<file path="src/rtl/prng_seq_ctrl.sv">
// Sequencer for the shift/xor/and/add PRNG datapath: loads seed and count, then steps A once per output word.
// Optional stall watchdog in RUN is built only when PRNG_CTRL_WDOG_EN is defined.
//
// state  | meaning
// IDLE   | waiting for start; all strobes low
// LOAD_A | seed_in onto the bus, load A
// LOAD_B | count_in onto the bus, load B
// CHECK  | eq now reflects the loaded count; zero count skips RUN
// RUN    | one word per fire (A<=nseed, B--, out_data<=z) under valid/ready
// DONE   | wait for last word to drain, then pulse done
module prng_seq_ctrl #(
  parameter int WIDTH       = 16,
  parameter int CNT_W       = 16,
  parameter int WDOG_CYCLES = 1024
) (
  input  logic             clk,
  input  logic             rst,
  input  logic             start,
  input  logic [WIDTH-1:0] seed_in,
  input  logic [CNT_W-1:0] count_in,
  input  logic             eq,
  input  logic [WIDTH-1:0] z,
  input  logic             out_ready,
  output logic             lda,
  output logic             ldb,
  output logic             decb,
  output logic [1:0]       bus_sel,
  output logic [WIDTH-1:0] out_data,
  output logic             out_valid,
  output logic             busy,
  output logic             done,
  output logic             err
);

  typedef enum logic [2:0] {
    S_IDLE,
    S_LOAD_A,
    S_LOAD_B,
    S_CHECK,
    S_RUN,
    S_DONE
  } state_t;

  state_t state, state_nxt;
  logic   fire;
  logic   wdog_trip;

  // Host seed/count travel on the datapath bus; the controller only sequences them.
  logic unused_ok;
  assign unused_ok = ^{seed_in, count_in, (WDOG_CYCLES > 0)};

  assign fire = (state == S_RUN) && !eq && (!out_valid || out_ready);

  always_ff @(posedge clk) begin
    if (rst) state <= S_IDLE;
    else     state <= state_nxt;
  end

  always_comb begin
    state_nxt = state;
    case (state)
      S_IDLE:   if (start) state_nxt = S_LOAD_A;
      S_LOAD_A: state_nxt = S_LOAD_B;
      S_LOAD_B: state_nxt = S_CHECK;
      S_CHECK:  state_nxt = eq ? S_DONE : S_RUN;
      S_RUN: begin
        if (eq)             state_nxt = S_DONE;
        else if (wdog_trip) state_nxt = S_IDLE;
      end
      S_DONE:   if (!out_valid) state_nxt = S_IDLE;
      default:  state_nxt = S_IDLE;
    endcase
  end

  always_comb begin
    lda     = 1'b0;
    ldb     = 1'b0;
    decb    = 1'b0;
    bus_sel = 2'b00;
    case (state)
      S_LOAD_A: lda = 1'b1;
      S_LOAD_B: begin
        ldb     = 1'b1;
        bus_sel = 2'b01;
      end
      S_RUN: begin
        if (fire) begin
          lda     = 1'b1;
          decb    = 1'b1;
          bus_sel = 2'b10;
        end
      end
      default: ;
    endcase
  end

  assign busy = (state != S_IDLE);

  // A held word is never overwritten: fire already requires the slot to be free or consumed.
  always_ff @(posedge clk) begin
    if (rst) begin
      out_data  <= '0;
      out_valid <= 1'b0;
      done      <= 1'b0;
    end else begin
      done <= (state == S_DONE) && !out_valid;
      if (fire) begin
        out_data  <= z;
        out_valid <= 1'b1;
      end else if (wdog_trip || out_ready) begin
        out_valid <= 1'b0;
      end
    end
  end

`ifdef PRNG_CTRL_WDOG_EN
  localparam int WDOG_W = (WDOG_CYCLES > 1) ? $clog2(WDOG_CYCLES) : 1;

  logic [WDOG_W-1:0] wdog_cnt;
  logic              stall;

  assign stall     = (state == S_RUN) && !eq && !fire;
  assign wdog_trip = stall && (wdog_cnt == '0);

  // Down-counter reloads on any non-stall cycle; terminal count on a stall cycle aborts the run.
  always_ff @(posedge clk) begin
    if (rst || !stall || wdog_trip) wdog_cnt <= WDOG_W'(WDOG_CYCLES - 1);
    else                            wdog_cnt <= wdog_cnt - 1'b1;
  end

  always_ff @(posedge clk) begin
    if (rst)                          err <= 1'b0;
    else if (state == S_IDLE && start) err <= 1'b0;
    else if (wdog_trip)                err <= 1'b1;
  end
`else
  assign wdog_trip = 1'b0;
  assign err       = 1'b0;
`endif

endmodule

</file>
<file path="config.mk">
export PLATFORM = sky130hd
export DESIGN_NAME = prng_seq_ctrl
export DESIGN_NICKNAME = d
export VERILOG_FILES = /design/src/rtl/prng_seq_ctrl.sv
export SDC_FILE = /design/constraint.sdc
export NUM_CORES = 1
export LEC_CHECK = 0
export ABC_CLOCK_PERIOD_IN_PS = 1800
export CELL_PAD_IN_SITES_DETAIL_PLACEMENT = 0
export CELL_PAD_IN_SITES_GLOBAL_PLACEMENT = 1
export CORE_MARGIN = 2
export CORE_UTILIZATION = 21
export DETAILED_ROUTE_END_ITERATION = 8
export GPL_TIMING_DRIVEN = 0
export PLACE_DENSITY = 0.75
export SLEW_MARGIN = 15
export SYNTH_ARGS = -nofsm -noshare
export SYNTH_HDL_FRONTEND = slang
export SYNTH_SLANG_ARGS = --single-unit
</file>
<file path="constraint.sdc">
create_clock -name clk -period 1.8 [get_ports clk]
set_input_delay 0.36 -clock clk [delete_from_list [all_inputs] [get_ports clk]]
set_output_delay 0.36 -clock clk [all_outputs]
set_load 0.1 [all_outputs]
</file>
==> qor.yml, run 1 <==
finish:
  diodes: 0
  fill_cells: 485
  postLayoutCellArea_mm2: 0.001687
  synthToLayoutAreaGrowth_pct: 64.99
  nets: 211
  post-route-util: 0.3571
  drive_gt1_frac: 0.2994
  final_cells: 224
critical_path:
  endpoint: "lda"
  crit_type: "reg2out"
  r2r_slack_ps: 80
  critPathRequiredTime_ps: 1440
  reg2reg_to: "out_data[4]$_SDFFE_PP0P_"
  worstSetupStartpointType: "flip-flop"
  crit_fanout: 3
  timing.rr.start: "state[1]$_SDFFE_PP0P_"
  cp.arrival_ps: 1640
  rr_worst_depth: 6
  crit_path_end_kind: "output port"
  cp-startpoint: "state[1]$_SDFFE_PP0P_"
logic_synthesis:
  syn_area_mm2: 0.001022
  synth.top_cell.area_share: 0.4113
  synth_top_cell_by_area: "dfxtp_1"
  synth_edf_count: 0
  synth.most_common_cell: "nand2b_1"
  synth_cells: 103
  mappedNetlistNets: 156
  yosys_warnings: 0
  ys_top_cells_by_area: "dfxtp_1, nand2b_1, mux2i_1, buf_12, a21oi_1"
  synth_common_cells: "nand2b_1, dfxtp_1, mux2i_1, a21oi_1, clkbuf_1"
  synth_cell_type_count: 20
  synth-main-ff-cell: "dfxtp_1"
  ys_ff_latch: 21
  syn_avg_cell_area_um2: 9.925
  seq_area_frac_synth: 0.4113
  synthArstFlopShare: 0
place:
  portBuffers: 43
  gp_congestion: 0.7230
  dpl_cell_area_mm2: 0.001568
  dpl.cell_count: 213
  hpwl_um: 1878
  post-place-ws_ps: -1607
run_status:
  violations: "setup timing"
  status: "finished, violations left"
drt:
  avgViaCountPerCell: 4.004
  num_vias: 897
  routedWlPerCell_um: 11.39
  drc_errors: 0
  dr.pass1.iters: 4
  routed_wl_um: 2552
  ant_nets: 0
  dr.first_iter.drc_count: 28
die:
  die_width_um: 73.77
  fp-row-count: 25
  core_region_area_mm2: 0.004723
  die_area_mm2: 0.005442
  initial_core_util: 0.2164
  die_h_um: 73.77
  num_io_pins: 78
sta:
  setup_viol: 3
  period_minus_slack_ps: 2005
  period_share: 1.114
  hold_viol_final: 0
  rsz0062_at_grt: "yes"
  max_freq_mhz: 498.8
  worst_pin_slew_ps: 942.4
  whs_ps: 476.1
  slew-limit-headroom: 0.3742
  finalWorstSetupSlack_ps: -204.6
  drv_slew: 0
  final.setup_skew_ps: 6.861
pwr:
  intPower_w: 0.0007866
  combPwrFrac: 0.332
  p_seq_frac: 0.409
  vdd_drop_max_mv: 0.3305
  clkPwrFrac: 0.259
  p_sw_w: 0.0004199
  leakage_nw: 0.6108
  switching_share: 0.3480
  p_per_area_mw_per_mm2: 715.3
clock_tree:
  clk_pin_slew_ps: 80
  cts_sinks: 21
  cts_tree: "yes"
  cts_hold_buffers: 0
  cts-root-buf: "clkbuf_8"
  htreeDepth: 1
  numCtsBuffers: 3
  cts_max_path_buffers: 2
  worstSkewPairLatency_ps: 260
min_path:
  hold_path_class: "reg2reg"
grt:
  use_met2: 0.1736
  gr-total-overflow: 0
  antenna_found_initial: 0
  grt_pass1_vias: 915
  grt_start_max_net_pins: 13
  use_met3: 0.02743
  use_met1: 0.1182
  track_usage: 0.09969
  grt-busiest-layer: "met2"
  grt_pass1_wl_um: 4195
run:
  cap_violations: 0
-- critical path, stage by stage (launching register included) --
cell	delay, ps
dfxtp_4	350
or4b_4	530
nor2b_4	160
o21bai_4	150
buf_12	190
-- cell usage in the layout, fill, tap and decap left out, types with 2 or more instances in the layout --
cell type        count
nand2b_1            35
a21oi_1              5
buf_12               4
clkbuf_2             4
clkdlybuf4s15_1      2
nand3b_1             2
nand2_1              2
buf_6                3
dfxtp_1             18
clkdlybuf4s50_1     18
clkbuf_8             3
clkbuf_1             4
dfxtp_2              2
clkdlybuf4s15_2     14
mux2i_1             17
buf_4               10
-- kinds of logic after synthesis --
family,Yosys count,share of synthesized area
and+or+nand+nor,47,0.2999
buffers and inverters,9,0.07221
other,1,0.003668
AOI/OAI and AO/OA,8,0.04652
DFF,21,0.4113
muxes,17,0.1665
-- stage by stage --
step	setup TNS (ps)	power [W]
floorplan	-337.0	0.0007717
global placement	-8604	0.0008691
detailed placement	-8933	0.0008752
CTS	-980.0	0.001214
global route	-676.9	0.001270
finish	-499.4	0.001206
-- how the worst min path moves through the flow --
stage                         startpoint                         to  cells after the start
6_report       out_data[10]$_SDFFE_PP0P_  out_data[10]$_SDFFE_PP0P_                      2
5_1_grt        out_data[10]$_SDFFE_PP0P_  out_data[10]$_SDFFE_PP0P_                      2
4_1_cts        out_data[10]$_SDFFE_PP0P_  out_data[10]$_SDFFE_PP0P_                      2
3_5_place_dp   out_data[11]$_SDFFE_PP0P_  out_data[11]$_SDFFE_PP0P_                      2
3_3_place_gp    out_data[0]$_SDFFE_PP0P_   out_data[0]$_SDFFE_PP0P_                      2
2_1_floorplan      state[1]$_SDFFE_PP0P_      state[2]$_SDFFE_PP0P_                      2
-- flip-flops by register name (all words and copies together), names as in the netlist --
signal     count
done           1
out_data      16
out_valid      1
state          3
-- timing repair --
action                                  in CTS  in global routing
endpoints found under the setup margin      24                 19
hold endpoints to repair                     0                  0
resized for setup                          101                 10
buffers inserted                             7                  4
gates cloned                                 0                  0
pin swaps                                    1                  1
-- metal layers --
layer,wire [µm],part of all wire
met1,1125,0.44
met2,1248,0.49
met3,148,0.058
met4,29,0.011
met5,0,0
-- power by group through the flow --
| stage | combinational [W] | sequential [W] | clock [W] |
|---|---|---|---|
| floorplan | 0.000232 | 0.000540 | 0 |
| global placement | 0.000363 | 0.000506 | 0 |
| detailed placement | 0.000367 | 0.000508 | 0 |
| CTS | 0.000384 | 0.000494 | 0.000335 |
| global route | 0.000420 | 0.000496 | 0.000353 |
| finish | 0.000401 | 0.000493 | 0.000313 |
-- final cells by class --
type                    count  area, µm²  area share
multi-input cells          73      548.0      0.3249
repair buffers             52      546.8      0.3242
flip-flops and latches     21      426.7      0.2530
well taps                  67      83.83     0.04970
clock buffers               3      41.29     0.02448
plain buffers               7      35.03     0.02077
clock inverters             1      5.005    0.002967
Note: power is estimated with default switching activity, not from simulation.
==> inputs of run 2 (changes only) <==
--- a/config.mk
+++ b/config.mk
@@ -8,7 +8,6 @@
 export ABC_CLOCK_PERIOD_IN_PS = 1800
 export CELL_PAD_IN_SITES_DETAIL_PLACEMENT = 0
 export CELL_PAD_IN_SITES_GLOBAL_PLACEMENT = 1
-export CORE_MARGIN = 2
 export CORE_UTILIZATION = 21
 export DETAILED_ROUTE_END_ITERATION = 8
 export GPL_TIMING_DRIVEN = 0
==> qor.yml, run 2 (synthesis results as in run 1) <==
critical_path:
  worstSetupStartpointType: "flip-flop"  # unchanged
  cp.arrival_ps: 1670  # was 1640 ps
  crit_path_end_kind: "output port"  # unchanged
  critPathRequiredTime_ps: 1440  # about the same
  crit_fanout: 9  # was 3
  crit_type: "reg2out"  # unchanged
sta:
  finalWorstSetupSlack_ps: -233.1  # was -204.6 ps
  hold_viol_final: 0  # unchanged
  whs_ps: 478.9  # was 476.1 ps
  max_freq_mhz: 491.9  # was 498.8 MHz
  drv_slew: 0  # unchanged
  rsz0062_at_grt: "yes"  # unchanged
  period_minus_slack_ps: 2033  # was 2005 ps
  final.setup_skew_ps: 7.234  # was 6.861 ps
  slew-limit-headroom: 0.6221  # was 0.3742
  worst_pin_slew_ps: 569.5  # was 942.4 ps
  setup_viol: 4  # was 3
  period_share: 1.130  # was 1.114
finish:
  postLayoutCellArea_mm2: 0.001602  # was 0.001687 mm²
  diodes: 0  # unchanged
  largest_register_ffs: 16  # unchanged
  synthToLayoutAreaGrowth_pct: 56.67  # was 64.99%
  drive_gt1_frac: 0.2903  # was 0.2994
  reg_top3: "out_data: 16 flops, state: 3 flops"  # unchanged
  multiInputGateArea_um2: 548.0  # unchanged
  final_common_cell: "nand2b_1"  # unchanged
  final_cell_mix: "nand2b_1, dfxtp_1, clkdlybuf4s50_1"  # unchanged
  largest_register: "out_data"  # unchanged
  seqCellArea_um2: 426.7  # unchanged
  fill_cells: 480  # was 485
  nets: 209  # was 211
pwr:
  vdd_drop_max_mv: 0.2416  # was 0.3305 mV
  power.total_w: 0.001219  # was 0.001206 W
  p_per_area_mw_per_mm2: 761.1  # was 715.3 mW/mm²
  leakage_nw: 0.6041  # was 0.6108 nW
drt:
  drc_errors: 0  # unchanged
  ant_nets: 0  # unchanged
  dr.first_iter.drc_count: 45  # was 28
  avgViaCountPerCell: 4.220  # was 4.004
  dr.pass1.iters: 6  # was 4
  num_vias: 882  # was 897
  routedWlPerCell_um: 12.68  # was 11.39 µm
  routed_wl_um: 2651  # was 2552 µm
die:
  die_width_um: 71.77  # was 73.77 µm
  die_h_um: 71.77  # was 73.77 µm
  num_io_pins: 78  # unchanged
  fp-row-count: 25  # unchanged
  core_region_area_mm2: 0.004692  # was 0.004723 mm²
  die_area_mm2: 0.005151  # was 0.005442 mm²
  initial_core_util: 0.2179  # was 0.2164
place:
  dpl_cell_area_mm2: 0.001551  # was 0.001568 mm²
  portBuffers: 43  # unchanged
  hpwl_um: 1921  # was 1878 µm
  gp_congestion: 0.6488  # was 0.7230
clock_tree:
  cts_max_path_buffers: 2  # unchanged
  cts_hold_buffers: 0  # unchanged
  cts_sinks: 21  # unchanged
  htreeDepth: 1  # unchanged
  numCtsBuffers: 3  # unchanged
  cts-root-buf: "clkbuf_8"  # unchanged
  cts_tree: "yes"  # unchanged
  clk_pin_slew_ps: 90  # was 80 ps
  worstSkewPairLatency_ps: 260  # about the same
grt:
  grt_start_max_net_pins: 12  # was 13
  gr-total-overflow: 0  # unchanged
  track_usage: 0.1083  # was 0.09969
  grt_pass1_wl_um: 4284  # was 4195 µm
  grt_pass1_vias: 892  # was 915
  antenna_found_initial: 0  # unchanged
run:
  cap_violations: 0  # unchanged
run_status:
  status: "finished, violations left"  # unchanged
  violations: "setup timing"  # unchanged
min_path:
  hold_path_class: "reg2reg"  # unchanged
-- run 2: where the power goes --
part	total, W	internal [W]	switching [W]
sequential	0.000494	0.000479	0.0000143
clock	0.000322	0.000158	0.000164
combinational	0.000403	0.000154	0.000249
-- run 2: routing by layer --
metal,part of all wire,track usage,up-vias
met2,0.51,0.1834,24
met1,0.45,0.1392,416
met3,0.039,0.01688,2
met5,0,0,-
li1,-,-,440
met4,0.0053,0.03922,0
-- run 2: area by class of cell --
cell class                 count  share of cell area
multi-input combinational     73              0.3422
timing repair buffer          50              0.2992
buffer                         7             0.02187
sequential                    21              0.2664
tap                           54             0.04219
clock buffer                   4             0.02812
-- run 2: worst paths after layout --
kind / start / end / slack (ps) / depth (start not counted)
setup / recovery: state[0]$_SDFFE_PP0P_ / bus_sel[1] / -230 / 4
hold / removal: out_data[12]$_SDFFE_PP0P_ / out_data[12]$_SDFFE_PP0P_ / 480 / 2
setup reg to reg: state[0]$_SDFFE_PP0P_ / out_data[7]$_SDFFE_PP0P_ / 120 / 5
hold reg to reg: out_data[12]$_SDFFE_PP0P_ / out_data[12]$_SDFFE_PP0P_ / 480 / 2
-- run 2: per-stage QoR --
stage / setup TNS [ps] / utilization / instances / setup WS (ps)
2_1_floorplan: -337.0 / - / 103 / -254.4
3_3_place_gp: -8473 / 0.3307 / 200 / -1608
3_5_place_dp: -8951 / 0.3307 / 200 / -1615
4_1_cts: -878.9 / 0.3501 / 209 / -311.4
5_1_grt: -863.6 / 0.3413 / 209 / -277.8
6_report: -642.0 / 0.3413 / 209 / -233.1
-- run 2: worst max-delay path: stages, from the launching register on --
cell and delay (ps):
dfxtp_2 370, or4b_4 520, buf_6 130, and2b_2 220
buf_12 170
-- run 2: what timing repair did --
| action | CTS | global route |
|---|---|---|
| cloned | 0 | 0 |
| endpoints found under the setup margin | 27 | 22 |
| gates resized for setup | 89 | 21 |
| pin swaps | 1 | 1 |
| endpoints found under the hold margin | 0 | 0 |
| buffers inserted | 6 | 1 |
